`src/rtl/pressure_ctrl_pkg.sv`:
```
// Shared state encoding, default parameters and sizing helper for the pressure controller.
package pressure_ctrl_pkg;

  typedef enum logic [1:0] {
    IDLE    = 2'd0,
    RAMP_UP = 2'd1,
    RAMP_DN = 2'd2
  } state_t;

  localparam int DEF_WIDTH  = 8;
  localparam int DEF_P_LOW  = 0;
  localparam int DEF_P_HIGH = 200;
  localparam int DEF_STEP   = 10;
  localparam int DEF_DIV    = 2;

  // A divide-by-1 counter still needs one bit to hold its single value.
  function automatic int cnt_width(input int div);
    return (div > 1) ? $clog2(div) : 1;
  endfunction

endpackage

```
`src/rtl/pressure_ctrl_if.sv`:
```
// Control requests in, registered chamber status out; master drives requests, slave is the controller.
interface pressure_ctrl_if
  import pressure_ctrl_pkg::*;
#(
  parameter int WIDTH = DEF_WIDTH
);
  logic             startPressurization;
  logic             startDepressurization;
  logic             abort;
  logic [WIDTH-1:0] pressure;
  logic             busy;
  logic             atHigh;
  logic             atLow;
  logic             done;
  logic             conflict;

  modport master (
    output startPressurization, startDepressurization, abort,
    input  pressure, busy, atHigh, atLow, done, conflict
  );

  modport slave (
    input  startPressurization, startDepressurization, abort,
    output pressure, busy, atHigh, atLow, done, conflict
  );
endinterface

```
`src/rtl/pressure_tick.sv`:
```
// Ramp step divider: tick is high on every DIV-th cycle after clear drops; held quiet while clear is high.
// No latency beyond the registered count; no backpressure.
module pressure_tick
  import pressure_ctrl_pkg::*;
#(
  parameter int DIV = DEF_DIV
) (
  input  logic clock,
  input  logic reset,
  input  logic clear,
  output logic tick
);
  localparam int            CW   = cnt_width(DIV);
  localparam logic [CW-1:0] LAST = CW'(DIV - 1);

  logic [CW-1:0] cnt;

  always_ff @(posedge clock) begin
    if (!reset || clear) begin
      cnt <= '0;
    end else if (cnt == LAST) begin
      cnt <= '0;
    end else begin
      cnt <= cnt + 1'b1;
    end
  end

  assign tick = (cnt == LAST) && !clear;

endmodule

```
`src/rtl/pressure_ctrl.sv`:
```
// Chamber pressure ramp controller: steps pressure toward P_HIGH/P_LOW every DIV cycles on request.
// All outputs registered, one-cycle latency from a sampled request; no backpressure, abort wins over a due step.
module pressure_ctrl
  import pressure_ctrl_pkg::*;
#(
  parameter int WIDTH  = DEF_WIDTH,
  parameter int P_LOW  = DEF_P_LOW,
  parameter int P_HIGH = DEF_P_HIGH,
  parameter int STEP   = DEF_STEP,
  parameter int DIV    = DEF_DIV
) (
  input  logic           clock,
  input  logic           reset,
  pressure_ctrl_if.slave bus
);
  localparam logic [WIDTH-1:0] PL     = WIDTH'(P_LOW);
  localparam logic [WIDTH-1:0] PH     = WIDTH'(P_HIGH);
  localparam logic [WIDTH-1:0] ST     = WIDTH'(STEP);
  localparam logic [WIDTH:0]   PH_X   = (WIDTH+1)'(P_HIGH);
  localparam logic [WIDTH:0]   DN_MIN = (WIDTH+1)'(P_LOW + STEP);

  state_t           state;
  logic             tick;
  logic             sp_q;
  logic             sd_q;
  logic [WIDTH:0]   up_sum;
  logic [WIDTH-1:0] up_val;
  logic [WIDTH-1:0] dn_val;

  assign up_sum = {1'b0, bus.pressure} + {1'b0, ST};
  assign up_val = (up_sum >= PH_X) ? PH : up_sum[WIDTH-1:0];
  assign dn_val = ({1'b0, bus.pressure} >= DN_MIN) ? (bus.pressure - ST) : PL;

  pressure_tick #(.DIV(DIV)) u_tick (
    .clock (clock),
    .reset (reset),
    .clear (state == IDLE),
    .tick  (tick)
  );

  // A start toward a bound already held acknowledges with done once per request
  // assertion, so a level held past the end of a ramp does not stream done pulses.
  always_ff @(posedge clock) begin
    if (!reset) begin
      state        <= IDLE;
      bus.pressure <= PH;
      bus.atHigh   <= 1'b1;
      bus.atLow    <= 1'b0;
      bus.busy     <= 1'b0;
      bus.done     <= 1'b0;
      bus.conflict <= 1'b0;
      sp_q         <= 1'b0;
      sd_q         <= 1'b0;
    end else begin
      bus.done     <= 1'b0;
      bus.conflict <= 1'b0;
      sp_q         <= bus.startPressurization;
      sd_q         <= bus.startDepressurization;
      case (state)
        IDLE: begin
          if (bus.startPressurization && bus.startDepressurization) begin
            bus.conflict <= 1'b1;
          end else if (bus.startPressurization) begin
            if (bus.atHigh) begin
              if (!sp_q) bus.done <= 1'b1;
            end else begin
              state    <= RAMP_UP;
              bus.busy <= 1'b1;
            end
          end else if (bus.startDepressurization) begin
            if (bus.atLow) begin
              if (!sd_q) bus.done <= 1'b1;
            end else begin
              state    <= RAMP_DN;
              bus.busy <= 1'b1;
            end
          end
        end
        RAMP_UP: begin
          if (bus.abort) begin
            state    <= IDLE;
            bus.busy <= 1'b0;
          end else if (tick) begin
            bus.pressure <= up_val;
            bus.atHigh   <= (up_val == PH);
            bus.atLow    <= 1'b0;
            if (up_val == PH) begin
              state    <= IDLE;
              bus.busy <= 1'b0;
              bus.done <= 1'b1;
            end
          end
        end
        RAMP_DN: begin
          if (bus.abort) begin
            state    <= IDLE;
            bus.busy <= 1'b0;
          end else if (tick) begin
            bus.pressure <= dn_val;
            bus.atHigh   <= 1'b0;
            bus.atLow    <= (dn_val == PL);
            if (dn_val == PL) begin
              state    <= IDLE;
              bus.busy <= 1'b0;
              bus.done <= 1'b1;
            end
          end
        end
        default: begin
          state    <= IDLE;
          bus.busy <= 1'b0;
        end
      endcase
    end
  end

endmodule

```
`src/flat_wrapper.sv`:
```
// flat-port wrapper written by rule: the top's interface ports become plain ports
module pressure_ctrl_flat import pressure_ctrl_pkg::*;
#(
  parameter int WIDTH  = DEF_WIDTH,
  parameter int P_LOW  = DEF_P_LOW,
  parameter int P_HIGH = DEF_P_HIGH,
  parameter int STEP   = DEF_STEP,
  parameter int DIV    = DEF_DIV
)
  (clock, reset, bus_startPressurization, bus_startDepressurization, bus_abort, bus_pressure, bus_busy, bus_atHigh, bus_atLow, bus_done, bus_conflict);
  pressure_ctrl_if #(.WIDTH(WIDTH)) bus_i ();
  input  logic clock;
  input  logic reset;
  input wire logic [$bits(bus_i.startPressurization)-1:0] bus_startPressurization;
  input wire logic [$bits(bus_i.startDepressurization)-1:0] bus_startDepressurization;
  input wire logic [$bits(bus_i.abort)-1:0] bus_abort;
  output wire logic [$bits(bus_i.pressure)-1:0] bus_pressure;
  output wire logic [$bits(bus_i.busy)-1:0] bus_busy;
  output wire logic [$bits(bus_i.atHigh)-1:0] bus_atHigh;
  output wire logic [$bits(bus_i.atLow)-1:0] bus_atLow;
  output wire logic [$bits(bus_i.done)-1:0] bus_done;
  output wire logic [$bits(bus_i.conflict)-1:0] bus_conflict;
  assign bus_i.startPressurization = bus_startPressurization;
  assign bus_i.startDepressurization = bus_startDepressurization;
  assign bus_i.abort = bus_abort;
  assign bus_pressure = bus_i.pressure;
  assign bus_busy = bus_i.busy;
  assign bus_atHigh = bus_i.atHigh;
  assign bus_atLow = bus_i.atLow;
  assign bus_done = bus_i.done;
  assign bus_conflict = bus_i.conflict;
  pressure_ctrl #(.WIDTH(WIDTH), .P_LOW(P_LOW), .P_HIGH(P_HIGH), .STEP(STEP), .DIV(DIV)) u_core (.clock(clock), .reset(reset), .bus(bus_i));
endmodule
```
`config.mk`:
```
export PLATFORM = sky130hd
export DESIGN_NAME = pressure_ctrl_flat
export DESIGN_NICKNAME = d
export VERILOG_FILES = /design/src/rtl/pressure_ctrl_pkg.sv /design/src/rtl/pressure_ctrl_if.sv /design/src/rtl/pressure_tick.sv /design/src/rtl/pressure_ctrl.sv /design/src/flat_wrapper.sv
export SDC_FILE = /design/constraint.sdc
export NUM_CORES = 1
export LEC_CHECK = 0
export CORE_ASPECT_RATIO = 1.75
export CORE_MARGIN = 2
export CORE_UTILIZATION = 28
export CTS_CLUSTER_SIZE = 14
export DETAILED_ROUTE_END_ITERATION = 8
export SLEW_MARGIN = 40
export SYNTH_ARGS = -nofsm -noshare
export SYNTH_HDL_FRONTEND = slang
export SYNTH_SLANG_ARGS = --single-unit
```
`constraint.sdc`:
```
create_clock -name clock -period 2.6 [get_ports clock]
set_input_delay 0.52 -clock clock [delete_from_list [all_inputs] [get_ports clock]]
set_output_delay 0.52 -clock clock [all_outputs]
set_load 0.05 [all_outputs]
```
# ---- Yosys cells after proc, flatten, opt, wreduce, memory -nomap -nowiden
# Index checks and enable logic that the tools add are counted.
dict set report totals {
  in_bits 5
  word_cells 96
  regBits 18
  output_inout_bits 13
}
dict set report classes {
  eq_ne 15
  reduce_logical 12
  n_lt_le_gt_ge 2
  add_sub_neg 3
  mux 54
}
# operator count
set ops {}
lappend ops {{8-bit 2-to-1 mux} 6}
lappend ops {{1-bit 2-to-1 mux} 31}
lappend ops {{2-bit 2-to-1 mux} 11}
lappend ops {{8-bit case mux with 2 select lines} 1}
lappend ops {{3-bit by 2-bit inequality test with 1-bit output (second input constant)} 4}
lappend ops {{8-bit by 4-bit adder with 9-bit output (second input constant)} 1}
lappend ops {{9-bit by 8-bit greater-or-equal comparator with 1-bit output (second input constant)} 1}
lappend ops {{3-bit inequality test (second input constant)} 3}
lappend ops {{8-bit == test (second input constant)} 1}
lappend ops {{8-bit by 4-bit greater-or-equal comparator with 1-bit output (second input constant)} 1}
lappend ops {{8-bit zero test} 1}
lappend ops {{8-bit AND reduction} 1}
lappend ops {{8-bit by 4-bit subtractor with 8-bit output (second input constant)} 1}
lappend ops {{2-bit inequality test (second input constant)} 3}
lappend ops {{1-bit case mux with 3 select lines} 2}
lappend ops {{2-bit case mux with 3 select lines} 1}
lappend ops {{5-bit AND reduction} 1}
lappend ops {{2-bit by 1-bit inequality test with 1-bit output (second input constant)} 2}
lappend ops {{1-bit case mux with 2 select lines} 2}
lappend ops {{2-bit by 1-bit == test with 1-bit output (second input constant)} 1}
lappend ops {{2-bit == test (second input constant)} 1}
lappend ops {{1-bit logical AND} 2}
lappend ops {{1-bit zero test} 2}
lappend ops {{2-bit zero test} 1}
lappend ops {{other kinds (5)} 5}

# ---- Depth between registers and ports, before layout
# Gate-level depths: netlist of the first run.
dict set report depth {
  ltp_word 8
  mapped_depth 7
  depth_no_buf 7
}

# ---- Modules after synthesis
# From an unflattened synthesis of the first run, not the netlist that was laid out.
dict set report hier_totals {
  cells_unflattened 160
  hier_area_um2 1288.7
}
# module n_inst area_per_inst_um2 seq_area_each_um2 cells_each
set modules_own_cells {}
lappend modules_own_cells {pressure_ctrl 1 1249.9 340.3 157}
lappend modules_own_cells {pressure_tick 1 38.8 20.0 3}

# ---- Worst setup path before layout of the first run
# Ideal clock, no wire load.
dict set report synth_timing {
  kind {flip-flop to flip-flop}
  start {register u_core.bus.pressure[2]}
  end {register u_core.state[0]}
  synth_period_minus_slack_ns 2.309
  path_stages_with_launch 8
  n_path_buf 0
  required_time_ns 2.539
  setup_ns 0.061
  slack_ns 0.291
  arrival_ns 2.248
  cell_sequence {dfxtp_1 > inv_1 > ha_1 > nor2b_1 > o311ai_1 > a31oi_2 > o31ai_4 > and4_1}
}
dict set report synth_via {
  elab_chain_cells 6
  word_cells_on_any_way 11
  cone_classes {2 x add/sub; 2 x order compare; 3 x eq/ne; 2 x mux; 2 x reduce/logical}
}
# element line
set synth_rtl {}
lappend synth_rtl {{from (decl)} pressure_ctrl_if.sv:24} ;# output pressure, busy, atHigh, atLow, done, conflict
lappend synth_rtl {{from (signal assigned)} pressure_ctrl.sv:84} ;# bus.pressure <= up_val;
lappend synth_rtl {{from (signal assigned)} pressure_ctrl.sv:99} ;# bus.pressure <= dn_val;
lappend synth_rtl {{8-bit by 4-bit adder with 9-bit output} pressure_ctrl.sv:30} ;# assign up_sum = {1'b0, bus.pressure} + {1'b0, ST};
lappend synth_rtl {{9-bit by 8-bit greater-or-equal comparator with 1-bit output} pressure_ctrl.sv:31} ;# assign up_val = (up_sum >= PH_X) ? PH : up_sum[WIDTH-1:0];
lappend synth_rtl {{8-bit 2-to-1 mux} pressure_ctrl.sv:31}
lappend synth_rtl {{8-bit == test} pressure_ctrl.sv:87} ;# if (up_val == PH) begin
lappend synth_rtl {{3-bit by 2-bit inequality test with 1-bit output (no line)} -}
lappend synth_rtl {{8-bit AND reduction (no line) (*)} -}
lappend synth_rtl {{to (signal assigned)} pressure_ctrl.sv:45} ;# state <= IDLE;
lappend synth_rtl {{to (signal assigned)} pressure_ctrl.sv:88} ;# state <= IDLE;
lappend synth_rtl {{to (signal assigned)} pressure_ctrl.sv:96} ;# state <= IDLE;
lappend synth_rtl {{to (decl)} pressure_ctrl.sv:22} ;# state_t state;
# Mark *: on every way between the ends. The rest lies on a longest branch, timed or not.
# A chain may end at the register's enable or synchronous reset.

# ---- Final worst setup path of the first run
dict set report layout_timing {
  start {register u_core.bus.pressure[4]}
  end {output port bus_pressure[4]}
}
# element line
set layout_rtl {}
lappend layout_rtl {{to (decl)} flat_wrapper.sv:17} ;# output wire logic [$bits(bus_i.pressure)-1:0] bus_pressure;
# No word-level cell between the ends.

==> results of run 1 <==
cells in the mapped netlist (2+ instances only):
cell type / number
buf_2: 2
dfxtp_1: 18
o31ai_1: 2
o21a_1: 4
o31a_1: 2
nor3_1: 5
nor4_1: 3
nor4bb_1: 2
ha_1: 3
nor3b_1: 2
o21ai_0: 11
inv_1: 5
nand2_1: 13
buf_4: 3
nor2b_1: 4
nor2_1: 7
xnor2_1: 2
a21oi_1: 10
nand3_1: 5
a31oi_1: 3
o2bb2ai_1: 3
nand2b_1: 6
o31ai_4: 2
and2_1: 5
clkbuf_1: 3
and3_1: 3
o22ai_1: 4
cell type report:
cell class | instances | area (um2) | share of cell area [%]
clock buffer | 4 | 55.1 | 3.31
inverter | 5 | 18.8 | 1.13
multi-input combinational | 131 | 940 | 56.6
sequential | 18 | 360 | 21.7
tap | 52 | 65.1 | 3.92
timing repair buffer | 24 | 223 | 13.4
tightest hold or removal path: cells and delay by family (launching register included):
| family | cells | cell delay, ps |
|---|---|---|
| compound gates | 1 | 40 |
| flops | 1 | 350 |
| simple gates | 1 | 70 |
state kept, by name, summed over array words and instances (netlist names):
| signal | count |
|---|---|
| u_core.bus.pressure | 8 |
| u_core.sd_q | 1 |
| u_core.bus.conflict | 1 |
| u_core.sp_q | 1 |
| u_core.bus.atHigh | 1 |
| u_core.u_tick.cnt | 1 |
| u_core.bus.done | 1 |
| u_core.state | 2 |
| u_core.bus.atLow | 1 |
| u_core.bus.busy | 1 |
how the worst max path moves through the flow:
| stage | from | to |
|---|---|---|
| floorplan | u_core.bus.pressure[2] | u_core.state[0] |
| global route | u_core.bus.pressure[4] | bus_pressure[4] |
| finish | u_core.bus.pressure[4] | bus_pressure[4] |
| global placement | bus_abort | u_core.bus.pressure[3] |
| detailed placement | bus_abort | u_core.bus.pressure[3] |
| CTS | u_core.bus.pressure[4] | bus_pressure[4] |
cells by family after synthesis:
group / count (synthesis) / share of synthesized area (%)
compound gates: 57 / 33.9
xor+xnor: 2 / 1.28
fa+ha+maj: 3 / 2.73
buf+inv: 14 / 5.37
flops: 18 / 26.2
simple gates: 69 / 30.5
routing by layer:
layer	wire length (um)	up-vias
li1	-	651
met1	1470	635
met2	2030	22
met3	95	4
met4	81	0
met5	0	-
per-stage QoR:
stage	hold WS [ps]	total power, mW
after CTS	508	0.620
final	506	0.619
after detailed placement	489	0.387
after floorplan	482	0.359
after global placement	493	0.387
after global routing	539	0.639
power groups by stage:
stage / sequential, mW / combinational [mW] / clock [mW]
detailed placement: 0.299 / 0.0875 / 0
global route: 0.294 / 0.0954 / 0.250
finish: 0.293 / 0.0879 / 0.238
global placement: 0.299 / 0.0882 / 0
floorplan: 0.311 / 0.0472 / 0
CTS: 0.293 / 0.0879 / 0.239
==> impl_results.md, run 1 <==
* Status: finished clean
* Most frequent cells in the layout: dfxtp_1, clkdlybuf4s50_1, nand2_1
* Syn. warnings at 0
* Syn Area/Cell at 8.43 um2
* Switching share of power at 26.6%
* Most common cell after layout, fill and taps aside: dfxtp_1
* # resized after CTS at 0
* Final core occ at 35.3%
* CP max-delay cell: clkdlybuf4s50_1
* Maxcap violations at 0
* Post-CTS setup buffer count at 0
* ANT cells at 0
* Clock Latency Late Sink at 260 ps
* Primary FF master, synth: dfxtp_1
* DP Worst Slack at 315 ps
* Number of CTS-inserted buffers at 3
* Clock share of power at 38.5%
* Fin. max-slew vios at 0
* Clock sinks at 18
* Sequential area share after synthesis at 26.2%
* Hold Crit Start: u_core.bus.pressure[0]
* Met1 Usage GRT at 14.4%
* Mapped Cells at roughly 160
* Period utilisation layout at 87.5%
* Peak supply drop at 0.000260 V
* Number of cell rows at 33
* Pwr per Cell Area at approximately 370 nW/um2
* RSZ-0062 raised after global routing: false
* Synth Net Count at 171
* Post-synth EDFFs at 0
* R2R cell count at 7
* Overall Global Routing Usage at 13.7%
* Unique masters post-synth at between 50 and 60
* Initial antenna violation count at 0
* Final TNS setup at 0 ps
* GR peak layer: met2
* GR Util met2 at 25.6%
* WHS Path Cells at 2
* Post-Route WL at 3.69 mm
* HPWL after DPL at 2.82 mm
* Sequential share of power at 47.3%
* Family with the most delay on the worst path: buffers and inverters
* Worst-path clk slew at 80 ps
* Largest net degree at the start of global routing at 14
* Critical Path RT at 2080 ps
* F_max at approximately 440 MHz
* Worst-margin pin slew at just under 700 ps
* Gr ovfl total at 0
* Dpl cell area at 1610 um2
* First-pass GRT wire length at 6.09 mm
* Rel. slew slack at roughly 54%
* Int Pwr at roughly 0.45 mW
* Critical path peak fanout at 12
* FILL cells at 508
* Lkg Pwr at 0.560 nW
* GPL Wtd Cong at 0.801
* H-tree levels at 1
* Critical path buffer and inverter count at 1
* Count of endpoints failing setup in the final report at 0
* Yosys top cell area share at between 20% and 30%
* Die height at 96.7 um
* Area growth, synth to finish at 20.9%
* Antenna-violating nets left at 0
* Worst setup EP type: output port
* Die Width at 57.0 um
* Nets at around 190
* Slowest stage delay, CP at 890 ps
* CTS tree: built
* Placed insts at 230
* Crit path depth at 1
* Critical R2R Launch: u_core.bus.pressure[2]
* Setup ws final at 324 ps
* Initial core utilization at between 20 and 30%
* Longest Clk Path Bufs at 2
* Number of synthesized register bits at 18
* Vias in the first global route at 1278
* Clock Skew at ~4.4 ps
* Via count at 1312
* Minimum clock period at between 2000 and 2500 ps
* CORE AREA at 4710 um2
* Clock root buffer: clkbuf_8
* R2R Path End: u_core.state[0]
* Hold-fix buffers, CTS at 0
* Sw power at 0.165 mW
* Min-Delay Endpoint: u_core.bus.pressure[0]
* Async set-reset flop share out of synthesis at 0%
* DIE AREA at ~5500 um2
* Critical path arrival at 1760 ps
* Worst Hold Class: reg2reg
* Avg WL per Cell at 15.7 um
* Final hold viol count at 0
* Final std cells w/o fill at approximately 230
* Met3 Resource Use GR at 2.27%
* Area contributors post-synth: dfxtp_1, o21ai_0, a21oi_1
* Synthesized area at between 1000 and 1500 um2
* Share of cells above drive strength 1 at 14.3%
* Worst path cell trace: clkdlybuf4s50_1
* Vias per cell at 5.61
* # port buffers at 17
* Drt pass-1 iters at 4
* R2r setup slk at about 520 ps
* Post-synth top area cell: dfxtp_1
* Setup Crit Path Kind: reg2out
* I/O Pins at 18
* Fin area at between 1500 and 2000 um2
* CP Launch Type: register
* Iter 0 DRT Violations at 40
* Residual DRC at 0
* Combinational share of power at 14.2%
(Power assumes the default switching activity.)
==> run 2: changes to the inputs <==
Settings changed: SKIP_LAST_GASP set to 1.
==> results of run 2 <==
No change in the layout: final DEF, timing and power equal those of run 1.
==> run 3: changes to the inputs <==
==> constraint.sdc (replaced) <==
create_clock -name clock -period 2.6 [get_ports clock]
set_input_delay 0.26 -clock clock [delete_from_list [all_inputs] [get_ports clock]]
set_output_delay 0.26 -clock clock [all_outputs]
set_load 0.05 [all_outputs]
==> impl_results.md, run 3 (same netlist as run 1, synthesis figures left out) <==
* Nets at 186 (-2.6%)
* Via count at 1312 (unchanged)
* Minimum clock period at 2190 ps (-87.3 ps)
* HPWL after DPL at 2.79 mm (-0.89%)
* CP max-delay cell: dfxtp_1
* Final hold viol count at 0 (unchanged)
* CP Launch Type: register
* Critical path arrival at 2390 ps (+630 ps)
* Worst setup EP type: register
* Final std cells w/o fill at 228 (-2.6%)
* CTS tree: built
* Share of cells above drive strength 1 at 11.4% (-2.9 points)
* FILL cells at 518 (+2.0%)
* Peak supply drop at 0.000221 V (-15%)
* Clock Latency Late Sink at 260 ps (about the same)
* Most flops, register: u_core.bus.pressure
* Setup ws final at 412 ps (+87.3 ps)
* Period utilisation layout at 84.2% (-3.4 points)
* Status: finished clean
* Largest net degree at the start of global routing at 20 (+6)
* Worst-margin pin slew at 650 ps (-45.3 ps)
* Longest Clk Path Bufs at 2 (unchanged)
* Area growth, synth to finish at 17.2%
* Vias in the first global route at 1279 (+0.078%)
* Iter 0 DRT Violations at 50 (+25%)
* Post-CTS setup buffer count at 0 (unchanged)
* Combinational share of power at 14.9% (+0.7 points)
* Overall Global Routing Usage at 14.1% (+0.37 points)
* Number of cell rows at 33 (unchanged)
* Avg WL per Cell at 16.1 um (+2.2%)
* Setup Crit Path Kind: reg2reg
* Clock sinks at 18 (unchanged)
* # resized after CTS at 0 (unchanged)
* # port buffers at 17 (unchanged)
* Worst-path clk slew at 70 ps (about the same)
* Critical path peak fanout at 9 (-3)
* Largest regs: u_core.bus.pressure (8), u_core.state (2)
* Residual DRC at 0 (unchanged)
* Vias per cell at 5.75 (+2.6%)
* Post-Route WL at 3.67 mm (-0.38%)
* Worst path cell trace: inv_1, ha_1, nor2b_1, o311ai_1, a31oi_2, o31ai_4, and4_1
* Pwr per Cell Area at 358 nW/um2 (-3.8%)
* Placed insts at 225 (-2.2%)
* Critical Path RT at 2800 ps (+720 ps)
* CORE AREA at 4710 um2 (unchanged)
* F_max at 457 MHz (+4.0%)
* Clock Skew at 1.26 ps (-3.18 ps)
* H-tree levels at 1 (unchanged)
* Die height at 96.7 um (unchanged)
* Number of CTS-inserted buffers at 3 (unchanged)
* Switching share of power at 26.8% (+0.20 points)
* I/O Pins at 18 (unchanged)
* Maxcap violations at 0 (unchanged)
* Most common cell after layout, fill and taps aside: dfxtp_1
* Slowest stage delay, CP at 580 ps (-310 ps)
* DIE AREA at 5510 um2 (unchanged)
* Critical path buffer and inverter count at 1 (unchanged)
* Initial antenna violation count at 0 (unchanged)
* Initial core utilization at 29.2% (unchanged)
* Die Width at 57.0 um (unchanged)
* DP Worst Slack at 436 ps (+122 ps)
* Count of endpoints failing setup in the final report at 0 (unchanged)
* Hold-fix buffers, CTS at 0 (unchanged)
* Lkg Pwr at 0.527 nW (-5.9%)
* Clock root buffer: clkbuf_8
* GPL Wtd Cong at 0.867 (+8.1%)
* Fin. max-slew vios at 0 (unchanged)
* Worst Hold Class: reg2reg
* Clock share of power at 34.0% (-4.5 points)
* First-pass GRT wire length at 6.22 mm (+2.2%)
* Sequential share of power at 51.1% (+3.8 points)
* Family with the most delay on the worst path: compound AO/OA/AOI/OAI gates
* RSZ-0062 raised after global routing: false
* Drt pass-1 iters at 4 (unchanged)
* ANT cells at 0 (unchanged)
* Largest register FFs at 8 (unchanged)
* Int Pwr at 0.422 mW (-7.1%)
* Final TNS setup at 0 ps (unchanged)
* Rel. slew slack at 56.6% (+3.0 points)
* Most frequent cells in the layout: dfxtp_1, clkdlybuf4s50_1, nand2_1
* Antenna-violating nets left at 0 (unchanged)
* Sw power at 0.154 mW (-6.1%)
* Gr ovfl total at 0 (unchanged)
-- run 3: cell types whose count changed in the layout (fill, tap and decap cells not counted) --
cell | before | now
buf_4 | 7 | 2
clkbuf_8 | 4 | 3
-- run 3: final cells by class --
type / count / area, um2 / area share (%)
flip-flops and latches: 18 / 360 / 22.4
clock buffers: 3 / 41.3 / 2.56
repair buffers: 19 / 185 / 11.5
multi-input cells: 131 / 940 / 58.4
inverters: 5 / 18.8 / 1.17
well taps: 52 / 65.1 / 4.04
-- run 3: path summary, 6_finish.rpt --
check                              start                     end  slack, ps  cells after the start
hold / removal    u_core.bus.pressure[0]  u_core.bus.pressure[0]        500                      2
setup reg to reg  u_core.bus.pressure[2]         u_core.state[0]        410                      7
hold reg to reg   u_core.bus.pressure[0]  u_core.bus.pressure[0]        500                      2
setup / recovery  u_core.bus.pressure[2]         u_core.state[0]        410                      7
-- run 3: routing by layer --
metal | track usage, % | share of wire, %
met3 | 1.34 | 2.5
met2 | 25.7 | 55
met4 | 6.44 | 3.0
met5 | 0 | 0
met1 | 15.8 | 39
-- run 3: power groups by stage --
| stage | combinational [mW] | clock (mW) | sequential, mW |
|---|---|---|---|
| 2_1_floorplan | 0.0472 | 0 | 0.311 |
| 3_3_place_gp | 0.0862 | 0 | 0.302 |
| 3_5_place_dp | 0.0859 | 0 | 0.301 |
| 4_1_cts | 0.0862 | 0.199 | 0.295 |
| 5_1_grt | 0.0937 | 0.209 | 0.296 |
| 6_report | 0.0862 | 0.196 | 0.295 |
-- run 3: stage by stage --
step	power (mW)	area [um2]	hold slack (ps)	utilization, %
floorplan	0.359	1370	382	-
global placement	0.388	1570	493	33.3
detailed placement	0.387	1570	484	33.3
CTS	0.580	1610	498	34.2
global route	0.599	1610	536	34.2
finish	0.577	1610	499	34.2
-- run 3: worst register-to-register path: stages (launching register included) --
cell and delay (ps):
dfxtp_1 580, inv_1 120, ha_1 190, nor2b_1 170, o311ai_1 370, a31oi_2 220, o31ai_4 280, and4_1 200
